## config.mk

```make
export PLATFORM = sky130hd
export DESIGN_NAME = vec_alu_seq
export DESIGN_NICKNAME = d
export VERILOG_FILES = /design/src/rtl/vec_pkg.sv /design/src/rtl/vec_addr_gen.sv /design/src/rtl/vec_alu_seq.sv
export SDC_FILE = /design/constraint.sdc
export NUM_CORES = 1
export LEC_CHECK = 0
export CORE_AREA = 2 2 256 258
export DETAILED_ROUTE_END_ITERATION = 12
export DIE_AREA = 0 0 258 260
export PLACE_DENSITY = 0.49
export SETUP_SLACK_MARGIN = 0.1
export SLEW_MARGIN = 20
export SYNTH_ARGS = -nofsm -noshare
export SYNTH_HDL_FRONTEND = slang
export SYNTH_HIERARCHICAL = 1
export SYNTH_SLANG_ARGS = --single-unit
```

## constraint.sdc

```tcl
create_clock -name clk -period 3 [get_ports clk]
set_input_delay 0.45 -clock clk [delete_from_list [all_inputs] [get_ports clk]]
set_output_delay 0.45 -clock clk [all_outputs]
set_load 0.05 [all_outputs]
```

## src/rtl/vec_pkg.sv

```systemverilog
// Shared definitions for the vector ALU sequencer: opcodes, FSM encoding and the opcode legality check.
package vec_pkg;

  localparam logic [2:0] OP_ADD  = 3'd0;
  localparam logic [2:0] OP_SUB  = 3'd1;
  localparam logic [2:0] OP_MULT = 3'd2;

  typedef enum logic [1:0] {
    ST_IDLE  = 2'd0,
    ST_RUN   = 2'd1,
    ST_DRAIN = 2'd2,
    ST_DONE  = 2'd3
  } state_t;

  function automatic logic is_legal_op(input logic [2:0] op);
    return (op == OP_ADD) || (op == OP_SUB) || (op == OP_MULT);
  endfunction

endpackage

```

## src/rtl/vec_addr_gen.sv

```systemverilog
// Element index counters and wrapping base+index address adders for the A, B and destination RAMs.
module vec_addr_gen
  import vec_pkg::*;
#(
  parameter int ADDR_W = 10,
  parameter int LEN_W  = 11
) (
  input  logic              clk,
  input  logic              rst_n,
  input  logic              start,
  input  logic              rd_step,
  input  logic              wr_step,
  input  logic [ADDR_W-1:0] a_base,
  input  logic [ADDR_W-1:0] b_base,
  input  logic [ADDR_W-1:0] d_base,
  input  logic [LEN_W-1:0]  len,
  output logic [ADDR_W-1:0] rd_a_addr,
  output logic [ADDR_W-1:0] rd_b_addr,
  output logic [ADDR_W-1:0] wr_addr,
  output logic              last_rd
);

  logic [ADDR_W-1:0] a_base_r;
  logic [ADDR_W-1:0] b_base_r;
  logic [ADDR_W-1:0] d_base_r;
  logic [LEN_W-1:0]  len_r;
  logic [LEN_W-1:0]  rd_idx_r;
  logic [ADDR_W-1:0] wr_idx_r;

  // Latch bases on command start, then advance read/write indices independently
  always_ff @(posedge clk) begin
    if (!rst_n) begin
      a_base_r <= {ADDR_W{1'b0}};
      b_base_r <= {ADDR_W{1'b0}};
      d_base_r <= {ADDR_W{1'b0}};
      len_r    <= {LEN_W{1'b0}};
      rd_idx_r <= {LEN_W{1'b0}};
      wr_idx_r <= {ADDR_W{1'b0}};
    end else if (start) begin
      a_base_r <= a_base;
      b_base_r <= b_base;
      d_base_r <= d_base;
      len_r    <= len;
      rd_idx_r <= {LEN_W{1'b0}};
      wr_idx_r <= {ADDR_W{1'b0}};
    end else begin
      if (rd_step) rd_idx_r <= rd_idx_r + LEN_W'(1);
      if (wr_step) wr_idx_r <= wr_idx_r + ADDR_W'(1);
    end
  end

  // Adders truncate to ADDR_W so addresses wrap naturally
  assign rd_a_addr = a_base_r + rd_idx_r[ADDR_W-1:0];
  assign rd_b_addr = b_base_r + rd_idx_r[ADDR_W-1:0];
  assign wr_addr   = d_base_r + wr_idx_r;
  assign last_rd   = (rd_idx_r == (len_r - LEN_W'(1)));

endmodule

```

## src/rtl/vec_alu_seq.sv

```systemverilog
// Command-driven sequencer streaming operand RAM pairs through the external modular ALU into the destination RAM.
// Optional feature macro: VEC_SEQ_SCALAR_B_EN (broadcast scalar B operand).
module vec_alu_seq
  import vec_pkg::*;
#(
  parameter int DATA_W = 64,
  parameter int ADDR_W = 10,
  parameter int LEN_W  = 11
) (
  input  logic              clk,
  input  logic              rst_n,
  input  logic              cmd_valid,
  output logic              cmd_ready,
  input  logic [2:0]        cmd_opcode,
  input  logic [DATA_W-1:0] cmd_q,
  input  logic [ADDR_W-1:0] cmd_a_base,
  input  logic [ADDR_W-1:0] cmd_b_base,
  input  logic [ADDR_W-1:0] cmd_d_base,
  input  logic [LEN_W-1:0]  cmd_len,
  input  logic              cmd_b_scalar,
  input  logic [DATA_W-1:0] cmd_scalar,
  output logic              rd_en,
  output logic [ADDR_W-1:0] rd_a_addr,
  output logic [ADDR_W-1:0] rd_b_addr,
  input  logic [DATA_W-1:0] rd_a_data,
  input  logic [DATA_W-1:0] rd_b_data,
  output logic [2:0]        alu_opcode,
  output logic [DATA_W-1:0] alu_op_a,
  output logic [DATA_W-1:0] alu_op_b,
  output logic [DATA_W-1:0] alu_q,
  input  logic [DATA_W-1:0] alu_res,
  output logic              wr_en,
  output logic [ADDR_W-1:0] wr_addr,
  output logic [DATA_W-1:0] wr_data,
  output logic              done,
  output logic              err
);

  state_t            state_r, state_s;
  logic              accept_s, go_s, last_rd_s;
  logic [2:0]        opcode_r;
  logic [DATA_W-1:0] q_r;
  logic              bad_r;
  logic              v1_r, v2_r, wr_en_r, done_r, err_r;
  logic [DATA_W-1:0] op_a_r, op_b_r, wr_data_r, operand_b_s;
  logic [ADDR_W-1:0] gen_b_addr_s;

  assign accept_s = cmd_valid && (state_r == ST_IDLE);
  assign go_s     = accept_s && (cmd_len != {LEN_W{1'b0}}) && is_legal_op(cmd_opcode);
  assign rd_en    = (state_r == ST_RUN);

  vec_addr_gen #(.ADDR_W(ADDR_W), .LEN_W(LEN_W)) u_addr_gen (
    .clk       (clk),
    .rst_n     (rst_n),
    .start     (go_s),
    .rd_step   (rd_en),
    .wr_step   (wr_en_r),
    .a_base    (cmd_a_base),
    .b_base    (cmd_b_base),
    .d_base    (cmd_d_base),
    .len       (cmd_len),
    .rd_a_addr (rd_a_addr),
    .rd_b_addr (gen_b_addr_s),
    .wr_addr   (wr_addr),
    .last_rd   (last_rd_s)
  );

`ifdef VEC_SEQ_SCALAR_B_EN
  logic              scalar_en_r;
  logic [DATA_W-1:0] scalar_r;

  // Capture the broadcast operand with the command
  always_ff @(posedge clk) begin
    if (!rst_n) begin
      scalar_en_r <= 1'b0;
      scalar_r    <= {DATA_W{1'b0}};
    end else if (accept_s) begin
      scalar_en_r <= cmd_b_scalar;
      scalar_r    <= cmd_scalar;
    end
  end

  assign operand_b_s = scalar_en_r ? scalar_r : rd_b_data;
  assign rd_b_addr   = scalar_en_r ? {ADDR_W{1'b0}} : gen_b_addr_s;
`else
  logic unused_scalar_s;
  assign unused_scalar_s = ^{cmd_b_scalar, cmd_scalar};
  assign operand_b_s     = rd_b_data;
  assign rd_b_addr       = gen_b_addr_s;
`endif

  // State register
  always_ff @(posedge clk) begin
    if (!rst_n) state_r <= ST_IDLE;
    else        state_r <= state_s;
  end

  // Next state; DRAIN leaves once the last element has left the data stage
  always_comb begin
    state_s = state_r;
    case (state_r)
      ST_IDLE: begin
        if (accept_s) state_s = go_s ? ST_RUN : ST_DONE;
        else          state_s = ST_IDLE;
      end
      ST_RUN: begin
        if (last_rd_s) state_s = ST_DRAIN;
        else           state_s = ST_RUN;
      end
      ST_DRAIN: begin
        if (!v1_r) state_s = ST_DONE;
        else       state_s = ST_DRAIN;
      end
      ST_DONE: state_s = ST_IDLE;
      default: state_s = ST_IDLE;
    endcase
  end

  // Command latch
  always_ff @(posedge clk) begin
    if (!rst_n) begin
      opcode_r <= 3'd0;
      q_r      <= {DATA_W{1'b0}};
      bad_r    <= 1'b0;
    end else if (accept_s) begin
      opcode_r <= cmd_opcode;
      q_r      <= cmd_q;
      bad_r    <= !is_legal_op(cmd_opcode);
    end
  end

  // Read -> operand -> result pipeline plus completion flags
  always_ff @(posedge clk) begin
    if (!rst_n) begin
      v1_r      <= 1'b0;
      v2_r      <= 1'b0;
      wr_en_r   <= 1'b0;
      op_a_r    <= {DATA_W{1'b0}};
      op_b_r    <= {DATA_W{1'b0}};
      wr_data_r <= {DATA_W{1'b0}};
      done_r    <= 1'b0;
      err_r     <= 1'b0;
    end else begin
      v1_r    <= rd_en;
      v2_r    <= v1_r;
      wr_en_r <= v2_r;
      if (v1_r) begin
        op_a_r <= rd_a_data;
        op_b_r <= operand_b_s;
      end
      if (v2_r) wr_data_r <= alu_res;
      done_r <= (state_r == ST_DONE);
      err_r  <= (state_r == ST_DONE) && bad_r;
    end
  end

  assign cmd_ready  = (state_r == ST_IDLE);
  assign alu_opcode = opcode_r;
  assign alu_q      = q_r;
  assign alu_op_a   = op_a_r;
  assign alu_op_b   = op_b_r;
  assign wr_en      = wr_en_r;
  assign wr_data    = wr_data_r;
  assign done       = done_r;
  assign err        = err_r;

endmodule

```

After elaboration in Yosys (flattened, before gate mapping)
Index checks and enable logic that the tools add are counted.
{"block": "word_totals", "regBits": 329, "in_bits": 368, "out_inout_bits": 294, "word_cells": 47}
{"block": "op_classes", "addsub": 6, "eq_ne": 6, "mux": 5, "bitwise_logic": 1, "reduce_logical": 11}
{"operator": "$add 10x10->10", "n": 3}
{"operator": "$add 11x1->11 const B", "n": 1}
{"operator": "$eq 11x11->1", "n": 1}
{"operator": "$reduce_bool 11->1", "n": 1}
{"operator": "$sub 11x1->11 const B", "n": 1}
{"operator": "$add 10x1->10 const B", "n": 1}
{"operator": "$pmux 2 s4", "n": 1}
{"operator": "$mux 2", "n": 3}
{"operator": "$eq 2x2->1 const B", "n": 2}
{"operator": "$logic_and 1x1->1", "n": 4}
{"operator": "$eq 3x1->1 const B", "n": 1}
{"operator": "$eq 3x2->1 const B", "n": 1}
{"operator": "$logic_not 3->1", "n": 1}
{"operator": "$eq 2x1->1 const B", "n": 1}
{"operator": "$logic_not 2->1", "n": 1}
{"operator": "$logic_or 1x1->1", "n": 2}
{"operator": "$reduce_or 2->1", "n": 1}
{"operator": "$logic_not 1->1", "n": 1}
{"operator": "$mux 1", "n": 1}
{"operator": "$not 1->1", "n": 1}

Logic depth before layout (Yosys ltp)
{"block": "logic_depth", "ltp_word": 7, "depth_mapped": 10}

Cells and area by module
Netlist, hierarchy kept.
{"module": "vec_alu_seq", "instances": 1, "cells_each": 947, "area_each_um2": 9947.0, "seq_area_each_um2": 5345.1}
{"module": "vec_addr_gen", "instances": 1, "cells_each": 421, "area_each_um2": 3847.4, "seq_area_each_um2": 1241.2}

Worst setup path before layout
Ideal clock, no wire load.
{"block": "synth_timing", "path_kind": "reg2out", "start": "register u_addr_gen.wr_idx_r[1]", "end": "output wr_addr[9]", "arrival_time_ns": 2.323, "required_time_ns": 2.550, "path_slack_ns": 0.227, "stages_incl_launch_ff": 7, "path_cell_list": "dfxtp_1 ha_1 a21oi_1 nand4b_1 nand3_1 and2_1 a211oi_1"}
{"block": "synth_via", "elab_chain_len": 1}
{"element": "start, declared", "line": "vec_addr_gen.sv:28", "source": "logic [ADDR_W-1:0] wr_idx_r;"}
{"element": "start signal, assigned", "line": "vec_addr_gen.sv:38", "source": "wr_idx_r <= {ADDR_W{1'b0}};"}
{"element": "start signal, assigned", "line": "vec_addr_gen.sv:45", "source": "wr_idx_r <= {ADDR_W{1'b0}};"}
{"element": "start signal, assigned", "line": "vec_addr_gen.sv:48", "source": "if (wr_step) wr_idx_r <= wr_idx_r + ADDR_W'(1);"}
{"element": "$add 10x10->10", "line": "vec_addr_gen.sv:55", "source": "assign wr_addr = d_base_r + wr_idx_r;"}
{"element": "end, declared", "line": "vec_alu_seq.sv:33", "source": "output logic [ADDR_W-1:0] wr_addr,"}
Every way passes these cells.

Worst setup path after layout
{"block": "layout_timing", "start": "register u_addr_gen.wr_idx_r[0]", "end": "output wr_addr[8]"}
Same word-level chain as after synthesis.

==> impl_metrics.ini <==
[run_status]
status = completed

[floorplanning]
pin_count = 662
die_area_um2 = 67100
fp.coreArea_um2 = 64100
num_rows = 93
die_y_um = 260
chipWidth_um = 258
start_util = 0.215

[clock_tree]
cts_max_level = 2
cts_buffers = 42
cts_root_buf = clkbuf_16
clkTransAtPathRegs_ns = 0.06
hold_buffers = 0
clkSinkCount = 329
clk_latency_ns = 0.54
clock_path_buffers = 3
cts_tree = yes

[detailed_routing]
vias_per_cell = 4.02
vias = 11400
drcViolationCount = 0
totalWireLength_um = 48800
drtIter0Drc = 404
antenna_left = 0
dr.pass1.iters = 4
wire_per_inst_um = 17.2

[pwr]
combPwrFrac = 0.200
pwr-share-clk = 0.417
power_frac_seq = 0.382
p_int_w = 0.00891
p_sw_w = 0.00356
p_per_area_nw_per_um2 = 554
leakage_nw = 7.95
max-vdd-ir-drop_mv = 0.376
swShare = 0.286

[place]
dp_hpwl_um = 35800
port_buffers = 596
gp_congestion = 0.793
place_inst = 2751
place_area_um2 = 20800

[sta]
finalHoldViolCount = 0
slew_violations = 0
worstMarginPinSlew_ns = 0.785
skew_ns = 0.0112
maxSlewHeadroom = 0.477
period_minus_slack_ns = 2.96
clock.fmax_mhz = 338
grt_setup_unrepaired = true
fin_crit_sh = 0.987
finalSetupViolCount = 0

[logic_synthesis]
synth_edf_count = 0
synthArstFlopShare = 0
syn_area_um2 = 13800
synth_cell_types = 50
ys_seq_elements = 329
synth_area_leaders = dfxtp_1 48%, mux2i_1 17%, nor2b_1 11%
ys_seq_area_frac = 0.477
yosys.area.top_type = dfxtp_1
synth_top_cell_area_share = 0.477
synth_compound_area_frac = 0.0683
synth-simple-area-share = 0.188
ys_warn_count = 6
synthAdderAreaFrac = 0.0316
synth_top_family_by_area = simple AND/OR/NAND/NOR gates
synth_flop_cell = dfxtp_1
synth_cells = 1368
synth_nets = 1769
synthMuxAreaShare = 0.171
synth_area_per_cell_um2 = 10.1
synth_xor_area_frac = 0.0343

[setup_path]
cp-start-kind = register
critical_path_buf_inv_count = 1
regToRegSetupSlack_ns = 0.68
cp.required_ns = 2.55
reg2reg_from = u_addr_gen/len_r[0]$_SDFFE_PN0P_
critical_path.max_stage_delay_ns = 0.35
worstPathMaxFanout = 2
cp-end-kind = output port
worstSetupPathType = register to output port
ff2ff_path_depth = 10
cp.arrival_ns = 2.51
path_cells = ha_4 > fa_2 > a21o_1 > a211oi_2 > nor2_2 > o22ai_2 > xnor2_1 > bufbuf_16
rr_endpoint = state_r[0]$_SDFF_PN0_
cpMaxStageDelayCell = dfxtp_4
path_delay_family = compound AO/OA/AOI/OAI gates

[global_routing]
grt_pass1_wl_um = 72100
antenna_found_initial = 5
overflow = 0
grt.total_usage = 0.138
grt_max_degree = 94
grt_pass1_vias = 11700

[cells_and_area]
multi_input_area_um2 = 7050
n_fill_cell = 6539
fin_cells = 2840
layout.nets = 2350
drive_gt1_frac = 0.0864
stdcell_area_um2 = 22500
register_area_um2 = 6620
syn_to_final_growth_pct = 63.4

[min_path]
hold_end = alu_q[60]$_SDFFE_PN0P_
hold_path_depth = 2
min_from = rst_n
holdCritPathClass = input port to register

[job]
maxCapViolCount = 0
[worst max path at each step]
stage	cells after the start	end	slack, ns	start
floorplan	6	wr_addr[9]	0.23	u_addr_gen/wr_idx_r[1]$_SDFFE_PP0P_
global placement	5	rd_b_addr[3]	0.39	u_addr_gen/rd_idx_r[1]$_SDFFE_PP0P_
detailed placement	5	rd_b_addr[3]	0.39	u_addr_gen/rd_idx_r[1]$_SDFFE_PP0P_
CTS	8	wr_addr[8]	-0.02	u_addr_gen/wr_idx_r[0]$_SDFFE_PP0P_
global route	8	wr_addr[8]	-0.08	u_addr_gen/wr_idx_r[0]$_SDFFE_PP0P_
finish	8	wr_addr[8]	0.04	u_addr_gen/wr_idx_r[0]$_SDFFE_PP0P_
[flip-flops by register name, summed over array words and instances, names as in the netlist, 11 cells and up]
signal               cells
alu_op_a                64
alu_op_b                64
alu_q                   64
wr_data                 64
u_addr_gen/len_r        11
u_addr_gen/rd_idx_r     11
[per-layer routing]
layer / global-route usage / wire length (µm) / vias to the layer above
met3: 0.0396 / 3380 / 66
met2: 0.248 / 25000 / 350
li1: - / - / 5753
met4: 0.0462 / 1060 / 2
met5: 0 / 13 / -
met1: 0.156 / 19300 / 5248
[cell usage in the layout (no fill, tap or decap), types with 8 or more instances in the layout]
cell / Yosys / layout
clkdlybuf4s50_1: 0 / 567
buf_12: 0 / 17
o21ai_0: 11 / 11
dfxtp_1: 329 / 318
clkbuf_8: 0 / 10
mux2i_1: 235 / 235
a21oi_1: 20 / 12
a21oi_2: 0 / 8
nand2_1: 148 / 148
inv_1: 10 / 10
xor2_1: 21 / 21
dlygate4sd2_1: 0 / 8
nor3_1: 11 / 9
clkbuf_1: 49 / 11
nand3_1: 8 / 8
xnor2_1: 33 / 26
clkbuf_16: 0 / 43
buf_4: 0 / 27
a21boi_0: 67 / 67
nor2b_1: 240 / 240
nor2_1: 36 / 34
ha_1: 30 / 20
[cell families (layout without fill, tap and decap cells)]
kind of cell,after synthesis,count (layout)
simple gates,488,488
flops,329,329
other cells,0,5
fa+ha+maj,33,33
mux,235,235
buf+inv,95,707
xor+xnor,54,54
compound gates,134,134
[power by group through the flow]
stage | registers [W] | clock network, W | logic [W]
floorplan | 0.00545 | 0 | 0.000834
detailed placement | 0.00486 | 0 | 0.00251
finish | 0.00477 | 0.00521 | 0.00250
global placement | 0.00486 | 0 | 0.00250
CTS | 0.00477 | 0.00543 | 0.00253
global route | 0.00480 | 0.00557 | 0.00265
[per-stage QoR]
stage | TNS [ns] | worst slack (ns) | utilization | hold slack, ns | power, W
6_report | 0 | 0.0384 | 0.352 | 0.436 | 0.0125
5_1_grt | -0.157 | -0.0844 | 0.351 | 0.427 | 0.0130
4_1_cts | -0.0213 | -0.0213 | 0.350 | 0.400 | 0.0127
3_5_place_dp | 0 | 0.392 | 0.324 | 0.457 | 0.00737
3_3_place_gp | 0 | 0.395 | 0.324 | 0.449 | 0.00736
2_1_floorplan | 0 | 0.227 | - | 0.424 | 0.00628
[timing repair]
item                                    4_1_cts  5_1_grt
endpoints found under the hold margin         0        0
pin swaps                                    15       15
endpoints found under the setup margin       21       12
buffers inserted                              6        3
resized for setup                            56       16
[Yosys cell counts, drive strengths merged, types with 4 or more instances]
library cell / instances
a21boi: 68
a21o: 4
a21oi: 20
and2: 6
buf: 36
clkbuf: 49
dfxtp: 329
ha: 30
inv: 10
mux2i: 235
nand2: 148
nand2b: 5
nand3: 8
nand4: 7
nor2: 36
nor2b: 240
nor3: 11
nor4: 8
o211ai: 4
o21a: 5
o21ai: 12
o22ai: 4
or3: 7
xnor2: 33
xor2: 21
[final cells by class]
type,count,share of cell area
clock inverters,11,0.00722
inverters,10,0.00167
repair buffers,622,0.281
flip-flops and latches,329,0.294
diodes,5,0.000555
clock buffers,64,0.0557
well taps,855,0.0475
multi-input cells,944,0.313
Note: power is estimated with default switching activity, not from simulation.
